## src/rtl/voice_scheduler_pkg.sv

```systemverilog
// Shared music/scheduler definitions: field widths, rest note, FSM encoding.
package voice_scheduler_pkg;

    localparam int NOTE_W = 6;
    localparam int DUR_W  = 6;

    localparam logic [NOTE_W-1:0] REST_NOTE = '0;

    localparam logic [1:0] ST_IDLE_ENC  = 2'd0;
    localparam logic [1:0] ST_ISSUE_ENC = 2'd1;
    localparam logic [1:0] ST_GUARD_ENC = 2'd2;

    typedef enum logic [1:0] {
        ST_IDLE  = ST_IDLE_ENC,
        ST_ISSUE = ST_ISSUE_ENC,
        ST_GUARD = ST_GUARD_ENC
    } sched_state_t;

    // Index width that stays legal for a single-voice build.
    function automatic int idx_width(input int n);
        return (n > 1) ? $clog2(n) : 1;
    endfunction

endpackage

```

## src/rtl/voice_scheduler_if.sv

```systemverilog
// Note request handshake plus per-voice load/status bundle.
interface voice_scheduler_if
    import voice_scheduler_pkg::*;
#(
    parameter int NUM_VOICES = 3
);
    logic                  play;
    logic                  note_valid;
    logic                  note_ready;
    logic [NOTE_W-1:0]     note_in;
    logic [DUR_W-1:0]      duration_in;
    logic [NUM_VOICES-1:0] voice_idle;
    logic [NUM_VOICES-1:0] load_voice;
    logic [NOTE_W-1:0]     note_to_load;
    logic [DUR_W-1:0]      duration_to_load;
    logic [NUM_VOICES-1:0] voices_busy;
    logic                  stolen;

    modport master (
        output play, note_valid, note_in, duration_in, voice_idle,
        input  note_ready, load_voice, note_to_load, duration_to_load, voices_busy, stolen
    );

    modport slave (
        input  play, note_valid, note_in, duration_in, voice_idle,
        output note_ready, load_voice, note_to_load, duration_to_load, voices_busy, stolen
    );
endinterface

```

## src/rtl/voice_scheduler_age_tracker.sv

```systemverilog
// Per-voice age ranks (0 = newest); reports the oldest voice as steal victim.
module voice_age_tracker
    import voice_scheduler_pkg::*;
#(
    parameter int NUM_VOICES = 3,
    parameter int IDX_W      = 2
) (
    input  logic             clk,
    input  logic             reset,
    input  logic             touch,
    input  logic [IDX_W-1:0] touch_idx,
    output logic [IDX_W-1:0] oldest_idx
);

    logic [NUM_VOICES-1:0][IDX_W-1:0] rank_q;

    // Touched voice becomes newest; only voices younger than it age by one.
    always_ff @(posedge clk or posedge reset) begin
        if (reset) begin
            for (int i = 0; i < NUM_VOICES; i++) begin
                rank_q[i] <= IDX_W'(NUM_VOICES - 1 - i);
            end
        end else if (touch) begin
            for (int i = 0; i < NUM_VOICES; i++) begin
                if (IDX_W'(i) == touch_idx) begin
                    rank_q[i] <= '0;
                end else if (rank_q[i] < rank_q[touch_idx]) begin
                    rank_q[i] <= rank_q[i] + 1'b1;
                end
            end
        end
    end

    always_comb begin
        oldest_idx = '0;
        for (int i = 0; i < NUM_VOICES; i++) begin
            if (rank_q[i] == IDX_W'(NUM_VOICES - 1)) begin
                oldest_idx = IDX_W'(i);
            end
        end
    end

endmodule

```

## src/rtl/voice_scheduler.sv

```systemverilog
// Accepts note requests and strobes them into free (or stolen) note_player voices.
//
//   state    | meaning
//   ST_IDLE  | ready for a request; rests are consumed here
//   ST_ISSUE | one-cycle load strobe to the selected voice
//   ST_GUARD | loaded voice held busy while its idle flag settles
module voice_scheduler
    import voice_scheduler_pkg::*;
#(
    parameter int NUM_VOICES = 3,
    parameter bit STEAL_EN   = 1'b1
) (
    input logic               clk,
    input logic               reset,
    voice_scheduler_if.slave  bus
);

    localparam int IDX_W = idx_width(NUM_VOICES);

    sched_state_t          state_q, state_d;
    logic [IDX_W-1:0]      sel_q, free_idx, oldest_idx;
    logic [NOTE_W-1:0]     note_q;
    logic [DUR_W-1:0]      dur_q;
    logic                  stolen_q;
    logic                  rst_done_q;
    logic                  any_free;
    logic                  ready;
    logic                  accept;
    logic [NUM_VOICES-1:0] guard_mask;
    logic [NUM_VOICES-1:0] free_mask;
    logic [NUM_VOICES-1:0] load_voice;
    logic [NOTE_W-1:0]     note_to_load;
    logic [DUR_W-1:0]      duration_to_load;
    logic                  stolen;

    always_comb begin
        guard_mask = '0;
        if (state_q != ST_IDLE) begin
            guard_mask[sel_q] = 1'b1;
        end
    end

    assign free_mask = bus.voice_idle & ~guard_mask;

    // Descending scan so the lowest free index wins.
    always_comb begin
        any_free = 1'b0;
        free_idx = '0;
        for (int i = NUM_VOICES - 1; i >= 0; i--) begin
            if (free_mask[i]) begin
                any_free = 1'b1;
                free_idx = IDX_W'(i);
            end
        end
    end

    assign ready  = rst_done_q && (state_q == ST_IDLE) && bus.play && (any_free || STEAL_EN);
    assign accept = ready && bus.note_valid && (bus.note_in != REST_NOTE);

    always_comb begin
        state_d          = state_q;
        load_voice       = '0;
        note_to_load     = '0;
        duration_to_load = '0;
        stolen           = 1'b0;
        case (state_q)
            ST_IDLE: begin
                if (accept) state_d = ST_ISSUE;
            end
            ST_ISSUE: begin
                load_voice[sel_q] = 1'b1;
                note_to_load      = note_q;
                duration_to_load  = dur_q;
                stolen            = stolen_q;
                state_d           = ST_GUARD;
            end
            ST_GUARD: state_d = ST_IDLE;
            default:  state_d = ST_IDLE;
        endcase
    end

    always_ff @(posedge clk or posedge reset) begin
        if (reset) begin
            state_q    <= ST_IDLE;
            rst_done_q <= 1'b0;
            sel_q      <= '0;
            note_q     <= '0;
            dur_q      <= '0;
            stolen_q   <= 1'b0;
        end else begin
            state_q    <= state_d;
            rst_done_q <= 1'b1;
            if (accept) begin
                note_q   <= bus.note_in;
                dur_q    <= bus.duration_in;
                sel_q    <= any_free ? free_idx : oldest_idx;
                stolen_q <= ~any_free;
            end
        end
    end

    voice_age_tracker #(
        .NUM_VOICES (NUM_VOICES),
        .IDX_W      (IDX_W)
    ) u_age (
        .clk        (clk),
        .reset      (reset),
        .touch      (state_q == ST_ISSUE),
        .touch_idx  (sel_q),
        .oldest_idx (oldest_idx)
    );

    assign bus.note_ready       = ready;
    assign bus.load_voice       = load_voice;
    assign bus.note_to_load     = note_to_load;
    assign bus.duration_to_load = duration_to_load;
    assign bus.stolen           = stolen;
    assign bus.voices_busy      = ~bus.voice_idle | guard_mask;

endmodule

```

## src/flat_wrapper.sv

```systemverilog
// flat-port wrapper written by rule: the top's interface ports become plain ports
module voice_scheduler_flat import voice_scheduler_pkg::*;
#(
    parameter int NUM_VOICES = 3,
    parameter bit STEAL_EN   = 1'b1
)
  (clk, reset, bus_play, bus_note_valid, bus_note_in, bus_duration_in, bus_voice_idle, bus_note_ready, bus_load_voice, bus_note_to_load, bus_duration_to_load, bus_voices_busy, bus_stolen);
  voice_scheduler_if #(.NUM_VOICES(NUM_VOICES)) bus_i ();
  input logic clk;
  input logic reset;
  input wire logic [$bits(bus_i.play)-1:0] bus_play;
  input wire logic [$bits(bus_i.note_valid)-1:0] bus_note_valid;
  input wire logic [$bits(bus_i.note_in)-1:0] bus_note_in;
  input wire logic [$bits(bus_i.duration_in)-1:0] bus_duration_in;
  input wire logic [$bits(bus_i.voice_idle)-1:0] bus_voice_idle;
  output wire logic [$bits(bus_i.note_ready)-1:0] bus_note_ready;
  output wire logic [$bits(bus_i.load_voice)-1:0] bus_load_voice;
  output wire logic [$bits(bus_i.note_to_load)-1:0] bus_note_to_load;
  output wire logic [$bits(bus_i.duration_to_load)-1:0] bus_duration_to_load;
  output wire logic [$bits(bus_i.voices_busy)-1:0] bus_voices_busy;
  output wire logic [$bits(bus_i.stolen)-1:0] bus_stolen;
  assign bus_i.play = bus_play;
  assign bus_i.note_valid = bus_note_valid;
  assign bus_i.note_in = bus_note_in;
  assign bus_i.duration_in = bus_duration_in;
  assign bus_i.voice_idle = bus_voice_idle;
  assign bus_note_ready = bus_i.note_ready;
  assign bus_load_voice = bus_i.load_voice;
  assign bus_note_to_load = bus_i.note_to_load;
  assign bus_duration_to_load = bus_i.duration_to_load;
  assign bus_voices_busy = bus_i.voices_busy;
  assign bus_stolen = bus_i.stolen;
  voice_scheduler #(.NUM_VOICES(NUM_VOICES), .STEAL_EN(STEAL_EN)) u_core (.clk(clk), .reset(reset), .bus(bus_i));
endmodule
```

## config.mk

```make
export PLATFORM = sky130hd
export DESIGN_NAME = voice_scheduler_flat
export DESIGN_NICKNAME = d
export VERILOG_FILES = /design/src/rtl/voice_scheduler_pkg.sv /design/src/rtl/voice_scheduler_if.sv /design/src/rtl/voice_scheduler_age_tracker.sv /design/src/rtl/voice_scheduler.sv /design/src/flat_wrapper.sv
export SDC_FILE = /design/constraint.sdc
export NUM_CORES = 1
export LEC_CHECK = 0
export ABC_AREA = 1
export BUFFER_PORTS_ARGS = -buffer_cell sky130_fd_sc_hd__buf_2
export CAP_MARGIN = 15
export CORE_UTILIZATION = 54
export CTS_CLUSTER_SIZE = 24
export DETAILED_ROUTE_END_ITERATION = 8
export GPL_TIMING_DRIVEN = 0
export PLACE_DENSITY_LB_ADDON = 0.25
export SYNTH_ARGS = -nofsm -noshare
export SYNTH_HDL_FRONTEND = slang
export SYNTH_SLANG_ARGS = --single-unit
```

## constraint.sdc

```tcl
create_clock -name clk -period 3.75 [get_ports clk]
set_input_delay 0.5625 -clock clk [delete_from_list [all_inputs] [get_ports clk]]
set_output_delay 0.5625 -clock clk [all_outputs]
set_load 0.005 [all_outputs]
```

-- Word level (Yosys, flattened, before mapping)
Index checks and enable logic that the tools add are counted.
- output and inout bits: 20
- flip-flop bits (word level): 24
- reductions and logical operators: 15
- muxes and demuxes: 26
- order comparisons: 5
- bitwise operators: 5
- equality and inequality tests: 6
- add/sub/neg operators: 3
- operators with widths (cell ; number):
    $mux 2 ; 13
    $mux 6 ; 2
    $reduce_bool 2->1 ; 4
    $add 2x1->2 const B ; 3
    $lt 2x2->1 ; 3
    $mux 1 ; 6
    $mux 3 ; 2
    $not 3->3 ; 2
    $reduce_and 2->1 ; 3
    $reduce_bool 6->1 ; 1
    $logic_and 1x1->1 ; 5
    $bmux 2 s2 ; 1
    $eq 2x2->1 const B ; 2
    $logic_not 2->1 ; 2
    $pmux 2 s2 ; 1
    $and 3x3->3 ; 1
    $lt 2x3->1 const B ; 1
    $or 3x3->3 ; 1
    $demux 1 s2 ; 1
    $eq 1x2->1 const A ; 1
    $eq 2x1->1 const B ; 1
    $eq 2x2->1 const A ; 1
    $ge 2x1->1 const B ; 1
    $ne 2x1->1 const B ; 1
    $not 1->1 ; 1

-- Depth between registers and ports, before layout
Gate-level depths: netlist of run 1.
- depth in word-level cells: 11
- mapped depth: 9
- depth with buffers taken out: 9

-- By module
Synthesis of run 1 repeated with hierarchy kept, for this count alone.
- cell total of the unflattened synthesis: 194
- area total of the unflattened synthesis: 1430.1 um^2
- modules (own cells, without submodules) (module ; cells an instance ; times used ; sequential area each (um^2) ; area an instance (um^2)):
    voice_scheduler ; 119 ; 1 ; 450.4 ; 922.1
    voice_age_tracker ; 75 ; 1 ; 152.6 ; 508.0

-- Least setup slack after synthesis of run 1
No wires, ideal clock.
- path kind: flip-flop to flip-flop
- start: reg u_core.sel_q[0]
- end: reg u_core.u_age.rank_q[0] in the netlist's numbering
- library setup time: 0.117 ns
- clock period less this slack: 1.615 ns
- data required time: 3.633 ns
- data arrival time: 1.498 ns
- stages on the path, launching flop included: 10
- path slack: 2.135 ns
- buffers on the path: 0
- cell sequence: dfrtp_1 inv_1 nand2_1 nor2_1 a221oi_1 ha_1 nand2_1 nand2_1 nand3_1 nand2_1
- cells in the longest elaborated chain, start to end: 5
- ends and longest elaborated chain (item ; RTL line ; source):
    from (decl) ; voice_scheduler.sv:21 ; logic [IDX_W-1:0] sel_q, free_idx, oldest_idx;
    from (signal assigned) ; voice_scheduler.sv:96 ; sel_q <= any_free ? free_idx : oldest_idx;
    $bmux 2 s2 ; voice_scheduler_age_tracker.sv:27 ; end else if (rank_q[i] < rank_q[touch_idx]) begin
    $mux 2 (implied by the code) ; voice_scheduler_age_tracker.sv:27 ;
    $lt 2x2->1 ; voice_scheduler_age_tracker.sv:27 ;
    $reduce_bool 2->1 (no source line) ; -- ;
    $reduce_and 2->1 (no source line) ; -- ;
    to (signal, indexed assignment) ; voice_scheduler_age_tracker.sv:21 ; rank_q[i] <= IDX_W'(NUM_VOICES - 1 - i);
    to (signal, indexed assignment) ; voice_scheduler_age_tracker.sv:28 ; rank_q[i] <= rank_q[i] + 1'b1;
    to (decl) ; voice_scheduler_age_tracker.sv:15 ; logic [NUM_VOICES-1:0][IDX_W-1:0] rank_q;
Parallel ways exist; a longest one is shown, timed or not. The select of a mux whose other input is x is not followed.
A chain may end at the register's enable or synchronous reset.

-- Worst setup path after layout of run 1
- start: reg u_core.state_q[0]
- end: out bus_note_to_load[5]
- cells in the longest elaborated chain, start to end: 2
- ends and longest elaborated chain (item ; RTL line ; source):
    from (decl) ; voice_scheduler.sv:20 ; sched_state_t state_q, state_d;
    from (signal assigned) ; voice_scheduler.sv:91 ; state_q <= state_d;
    $eq 2x1->1 ; voice_scheduler.sv:66 ; case (state_q)
    $mux 6 ; voice_scheduler.sv:66 ;
    to (decl) ; flat_wrapper.sv:18 ; output wire logic [$bits(bus_i.note_to_load)-1:0] bus_note_to_load;
No other way between the ends.

==> results of run 1 <==
## area by class of cell
type,instances,area (µm²),share of cell area [%]
multi-input combinational,109,557,34.8
clock inverter,1,30.0,1.88
clock buffer,3,22.5,1.41
tap,28,35.0,2.19
timing repair buffer,38,190,11.9
inverter,35,136,8.52
sequential,24,603,37.7
buffer,3,26.3,1.64
## cell usage in the layout (no fill, tap or decap)
cell,netlist,routed
inv_2,3,3
o21ai_1,14,14
conb_1,1,1
dfrtp_1,22,22
nand2_4,1,1
inv_1,31,31
xor2_1,1,1
nor2_4,2,2
o21ai_2,2,2
clkinv_4,1,1
a221oi_1,1,1
buf_1,1,1
nor2_2,1,1
nand2_1,36,36
nand4_1,8,8
nand3_1,12,12
clkbuf_4,0,3
nor2_1,24,24
dfstp_2,2,2
buf_6,2,2
ha_1,5,5
bufinv_16,0,1
buf_2,0,38
nand3_2,1,1
## where the power goes
part / internal, µW / switching, µW / total (µW) / leakage (µW)
Clock: 108 / 80.8 / 189 / 0.0000279
Sequential: 291 / 14.6 / 306 / 0.000303
Combinational: 39.2 / 66.4 / 106 / 0.000571
Total: 438 / 162 / 600 / 0.000902
## worst register-to-register path: cells and delay by family, from the launching register on
family | cells | cell delay (ns)
fa+ha+maj | 1 | 0.33
compound gates | 1 | 0.45
flops | 1 | 0.44
buf+inv | 1 | 0.09
simple gates | 6 | 0.59
## worst paths after layout
path / start / endpoint / slack (ns) / depth (start not counted)
min reg2reg: u_core.stolen_q / u_core.stolen_q / 0.51 / 2
max in group asynchronous: reset / u_core.note_q[2] / 2.78 / 2
min: reset / u_core.u_age.rank_q[0] / 0.42 / 2
max: u_core.state_q[0] / bus_note_to_load[5] / 1.54 / 6
min in group clk: bus_duration_in[3] / u_core.dur_q[3] / 0.45 / 3
max reg2reg: u_core.sel_q[0] / u_core.u_age.rank_q[5] / 1.76 / 9
## metrics by stage
stage          util (%)  total power [µW]
4_1_cts            71.0               604
6_report           71.0               600
5_1_grt            71.0               628
3_3_place_gp       68.6               410
2_1_floorplan         -               380
3_5_place_dp       68.6               416
## sequential cells by signal (all words and copies together), names as in the netlist
register and cells:
u_core.dur_q 6, u_core.sel_q 2, u_core.stolen_q 1, u_core.rst_done_q 1, u_core.note_q 6, u_core.state_q 2, u_core.u_age.rank_q 6
## logic make-up after synthesis
family                   Yosys count  share of synthesized area [%]
AO/OA/AOI/OAI                     17                           7.29
XOR/XNOR                           1                          0.662
adder cells (fa/ha/maj)            5                           4.73
buffers and inverters             38                           12.3
flip-flops                        24                           45.6
other                              1                          0.284
AND/OR/NAND/NOR                   85                           29.1
## per-layer routing
layer	track usage (%)	vias up	share of wire, %
li1	-	622	-
met5	0	-	0
met4	8.11	0	1.1
met2	39.4	50	47
met1	33.0	572	45
met3	3.51	6	7.0
==> impl_metrics.yaml, run 1 <==
clocking:
  h-tree-depth: 1
  cts_resized: 0
  cts_buffer_depth: 2
  worstSkewPairLatency_ns: 0.32
  clockRootBuffer: "clkbuf_4"
  postCtsHoldBufs: 0
  numCtsBuffers: 3
  clock_sinks: 24
  cts_tree: "yes"
  post-cts-setup-buffers: 0
  clkTransAtPathRegs_ns: 0.14
placed_design:
  gp_congestion: 0.835
  place_ws_ns: 1.87
  placed_area_um2: 1550
  dp.cells: 237
  port_buffers: 38
  place_hpwl_um: 2160
sta:
  period_minus_slack_ns: 2.21
  fin_worst_skew_ns: 0.00149
  slew_headroom_pct: 38.8
  timing.setup.tns_ns: 0
  finalSetupViolCount: 0
  hold_slack_ns: 0.418
  fmaxAchievable_mhz: 453
  finalHoldViolations: 0
  rsz0062_at_grt: "false"
  tightest_slew_ns: 0.916
  worst_slack_ns: 1.54
  drv_slew: 0
  fin_crit_sh_pct: 58.9
floorplanning:
  die-area_um2: 2650
  io_pins: 39
  die_w_um: 51.5
  placementRows: 17
  die_h_um: 51.5
  initial_core_util_pct: 58.7
  core_area_um2: 2250
global_route:
  grt_pass1_vias: 1131
  antenna_found_initial: 0
  grt_max_degree: 25
  grt.total_usage_pct: 24.2
  grt-ovfl-total: 0
  grt_pass1_wl_um: 4750
drt:
  postRouteAntennaNets: 0
  num_vias: 1250
  drtIter0Drc: 36
  drtPass1Iterations: 4
  wl_per_cell_um: 12.0
  routed_wl_um: 2890
  viasPerCell: 5.19
  drc: 0
power:
  ir_drop_uv: 271
  power_leakage_uw: 0.000902
  power_density_nw_per_um2: 375
critical_path:
  path_delay_family: "buffers and inverters"
  slowest_delay_ns: 0.43
  worst_ep_required_time_ns: 3.19
  cp_slowest_cell: "dfrtp_1"
  path_max_fanout: 10
  critPathBufInv: 4
  crit_path_frequent_cell: "nor2_1"
  path_cells: "inv_1 > nor2_1 > inv_2 > buf_1 > nor2_1 > buf_2"
  start_kind: "register"
  critPathKind: "register to primary output"
  crit_arrival_ns: 1.65
  cp-end-kind: "primary output"
synth:
  netlist_area_um2: 1320
  synth_top_cell_by_area: "dfrtp_1"
  synth.area.top_cells: "dfrtp_1 42%, nand2_1 10%, inv_1 8.8%"
  avgSynthCellArea_um2: 7.73
  synth-edff-count: 0
  synth.top_cell.area_share_pct: 41.6
  synthCells: 171
  ys_ff_latch: 24
  yosysMostFrequentCell: "nand2_1"
  async_reset_ff_share_pct: 100
  ys.warnings.count: 0
  ys_types: 21
  synth_top_cells_by_count: "36 x nand2_1, 31 x inv_1, 24 x nor2_1"
  synth_nets: 195
  seq_area_frac_synth_pct: 45.6
  synth_flop_cell: "dfrtp_1"
layout:
  fin_area_um2: 1600
  nFillCells: 183
  num_antenna_cells: 0
  final_cells: 241
  fin_nets: 238
  syn_to_final_growth_pct: 21.0
  drive_gt1_share_pct: 26.8
run_status:
  status: "completed"
hold_path:
  hp-class: "primary input to asynchronous set/reset pin"
job:
  maxCapViolations: 0
Note: power is estimated with default switching activity, not from simulation.
==> run 2: changes to the inputs <==
--- a/config.mk
+++ b/config.mk
@@ -5,10 +5,10 @@
 export SDC_FILE = /design/constraint.sdc
 export NUM_CORES = 1
 export LEC_CHECK = 0
-export ABC_AREA = 1
+export ABC_AREA = 0
 export BUFFER_PORTS_ARGS = -buffer_cell sky130_fd_sc_hd__buf_2
 export CAP_MARGIN = 15
-export CORE_UTILIZATION = 54
+export CORE_UTILIZATION = 46
 export CTS_CLUSTER_SIZE = 24
 export DETAILED_ROUTE_END_ITERATION = 8
 export GPL_TIMING_DRIVEN = 0
==> constraint.sdc (replaced) <==
create_clock -name clk -period 2 [get_ports clk]
set_input_delay 0.3 -clock clk [delete_from_list [all_inputs] [get_ports clk]]
set_output_delay 0.3 -clock clk [all_outputs]
set_load 0.005 [all_outputs]
==> run 2 against run 1 <==
Clock skew grew 0.0016 ns. Hold slack lost 0.26 ns. Register-to-register slack lost 1.7 ns. Sequential power grew 92%. Synthesized cell count shrank 29%. Sequential share of layout area shrank 1.2 points. Critical path type is now register to register. Largest power group unchanged.
==> impl_metrics.yaml, run 2 <==
clocking:
  h-tree-depth: 1
  postCtsHoldBufs: 0
  clkTransAtPathRegs_ns: 0.13
  cts_buffer_depth: 2
  worstSkewPairLatency_ns: 0.31
  clockRootBuffer: "clkbuf_4"
  numCtsBuffers: 3
  clock_sinks: 24
  cts_tree: "yes"
critical_path:
  cp-end-kind: "register"
  critPathKind: "register to register"
  r2r_slack_ns: 0.04
  r2r_cells: 7
  worst_ep_required_time_ns: 2.24
  path_depth: 7
  path_max_fanout: 6
  crit_arrival_ns: 2.20
  cp_slowest_cell: "dfrtp_1"
  path_delay_family: "compound AO/OA/AOI/OAI gates"
  path_cells: "buf_6 > nand2b_4 > o22a_1 > ha_1 > o31a_1 > or3_4 > o22ai_2"
  slowest_delay_ns: 0.42
  critPathBufInv: 1
  start_kind: "register"
synth:
  synth_top_cell_by_area: "dfrtp_1"
  synth_flop_cell: "dfrtp_1"
  synth-edff-count: 0
  async_reset_ff_share_pct: 100
  netlist_area_um2: 1320
  avgSynthCellArea_um2: 10.9
  ys_ff_latch: 24
  ys.warnings.count: 0
  synth_nets: 145
  synth_top_cells_by_count: "22 x dfrtp_1, 13 x and2_1, 13 x mux2_2"
  synth.top_cell.area_share_pct: 41.8
  synth.area.top_cells: "dfrtp_1 42%, mux2_2 11%, and2_1 6.2%"
  yosysMostFrequentCell: "dfrtp_1"
  synthCells: 121
  ys_types: 31
  seq_area_frac_synth_pct: 45.8
drt:
  drtIter0Drc: 48
  wl_per_cell_um: 13.9
  viasPerCell: 5.56
  routed_wl_um: 2740
  num_vias: 1100
  drtPass1Iterations: 4
  postRouteAntennaNets: 0
  drc: 0
floorplanning:
  io_pins: 39
  die_h_um: 55.5
  core_area_um2: 2730
  initial_core_util_pct: 48.1
  die_w_um: 55.5
  die-area_um2: 3080
  placementRows: 19
global_route:
  grt_pass1_wl_um: 4330
  grt_max_degree: 25
  grt.total_usage_pct: 17.6
  grt_pass1_vias: 1051
  grt-ovfl-total: 0
  antenna_found_initial: 0
sta:
  fin_worst_skew_ns: 0.00314
  worst_slack_ns: 0.0410
  finalHoldViolations: 0
  hold_slack_ns: 0.156
  tightest_slew_ns: 0.895
  period_minus_slack_ns: 1.96
  slew_headroom_pct: 40.3
  fmaxAchievable_mhz: 510
  drv_slew: 0
  finalSetupViolCount: 0
  fin_crit_sh_pct: 98.0
placed_design:
  gp_congestion: 0.768
  place_hpwl_um: 1970
  port_buffers: 38
  place_ws_ns: -0.153
layout:
  layout_common_cells: "38 x buf_2, 21 x dfrtp_1, 13 x mux2_2, 13 x and2_1"
  biggestRegsByFlops: "u_core.dur_q x6, u_core.note_q x6, u_core.u_age.rank_q x6"
  nFillCells: 252
  num_antenna_cells: 0
  fin_nets: 192
  layout_commonest_cell: "buf_2"
  drive_gt1_share_pct: 45.5
  syn_to_final_growth_pct: 26.0
job:
  maxCapViolations: 0
power:
  power_density_nw_per_um2: 656
  power_leakage_uw: 0.000797
  ir_drop_uv: 584
run_status:
  status: "completed"
hold_path:
  hp-class: "primary input to asynchronous set/reset pin"
run 2: changes by cell type in the layout (fill, tap and decap cells not counted), moves of 3 or more:
cell     change
o21ai_0      +6
nor3_1       +4
and2_1      +13
nand4_1      -8
nor2_1      -18
inv_2        -3
nand3_1     -12
buf_4        +6
o31ai_1      +3
inv_1       -24
nand2_1     -29
mux2_2      +13
o21ai_1     -14
mux2i_1      +4
run 2: final timing paths:
| kind | endpoint | start |
|---|---|---|
| setup / recovery | u_core.u_age.rank_q[5] | u_core.sel_q[1] |
| hold / removal | u_core.dur_q[5] | reset |
| setup reg to reg | u_core.u_age.rank_q[5] | u_core.sel_q[1] |
| hold reg to reg | u_core.stolen_q | u_core.stolen_q |
| max in group asynchronous | u_core.sel_q[0] | reset |
| min in group clk | u_core.dur_q[2] | bus_duration_in[2] |
run 2: timing repair:
item                       CTS  global route
pin swaps                    1             6
buffers inserted             1             4
setup endpoints to repair   13             5
resized for setup            1             7
run 2: logic make-up (layout without fill, tap and decap cells):
| logic type | count (synthesis) | after routing | synth area share [%] |
|---|---|---|---|
| other cells | 1 | 1 | 0.285 |
| fa+ha+maj | 5 | 5 | 4.75 |
| flops | 24 | 24 | 45.8 |
| simple gates | 39 | 39 | 16.6 |
| mux | 17 | 17 | 14.2 |
| buf+inv | 12 | 58 | 4.56 |
| compound gates | 23 | 23 | 13.8 |
run 2: where the power goes:
| part | switching (µW) | total [µW] | internal, µW |
|---|---|---|---|
| combinational | 114 | 247 | 133 |
| clock | 140 | 251 | 111 |
| sequential | 34.6 | 589 | 554 |
run 2: cell type report:
class                      count  area (µm²)  share of cell area (%)
clock buffer                   4        36.3                    2.19
buffer                         4        33.8                    2.04
inverter                       7        26.3                    1.58
multi-input combinational     85         691                    41.7
sequential                    24         604                    36.5
timing repair buffer          43         228                    13.7
tap                           31        38.8                    2.34
run 2: through the flow:
step	setup TNS [ns]	std cells	power, µW	util (%)	instance area [µm²]
finish	0	198	1090	60.6	1660
detailed placement	-0.928	190	821	56.5	1550
CTS	0	194	1080	58.3	1590
global placement	-0.603	190	807	56.5	1550
global route	-0.0305	198	1140	60.6	1660
floorplan	0	121	742	-	1320
run 2: layer usage:
metal / global-route usage [%] / vias up / wire length (µm) / share of wire [%]
met1: 20.9 / 542 / 1200 / 44
met4: 2.86 / 0 / 17 / 0.62
met2: 32.4 / 32 / 1400 / 51
li1: - / 524 / - / -
met3: 4.45 / 2 / 124 / 4.5
met5: 0 / - / 0 / 0
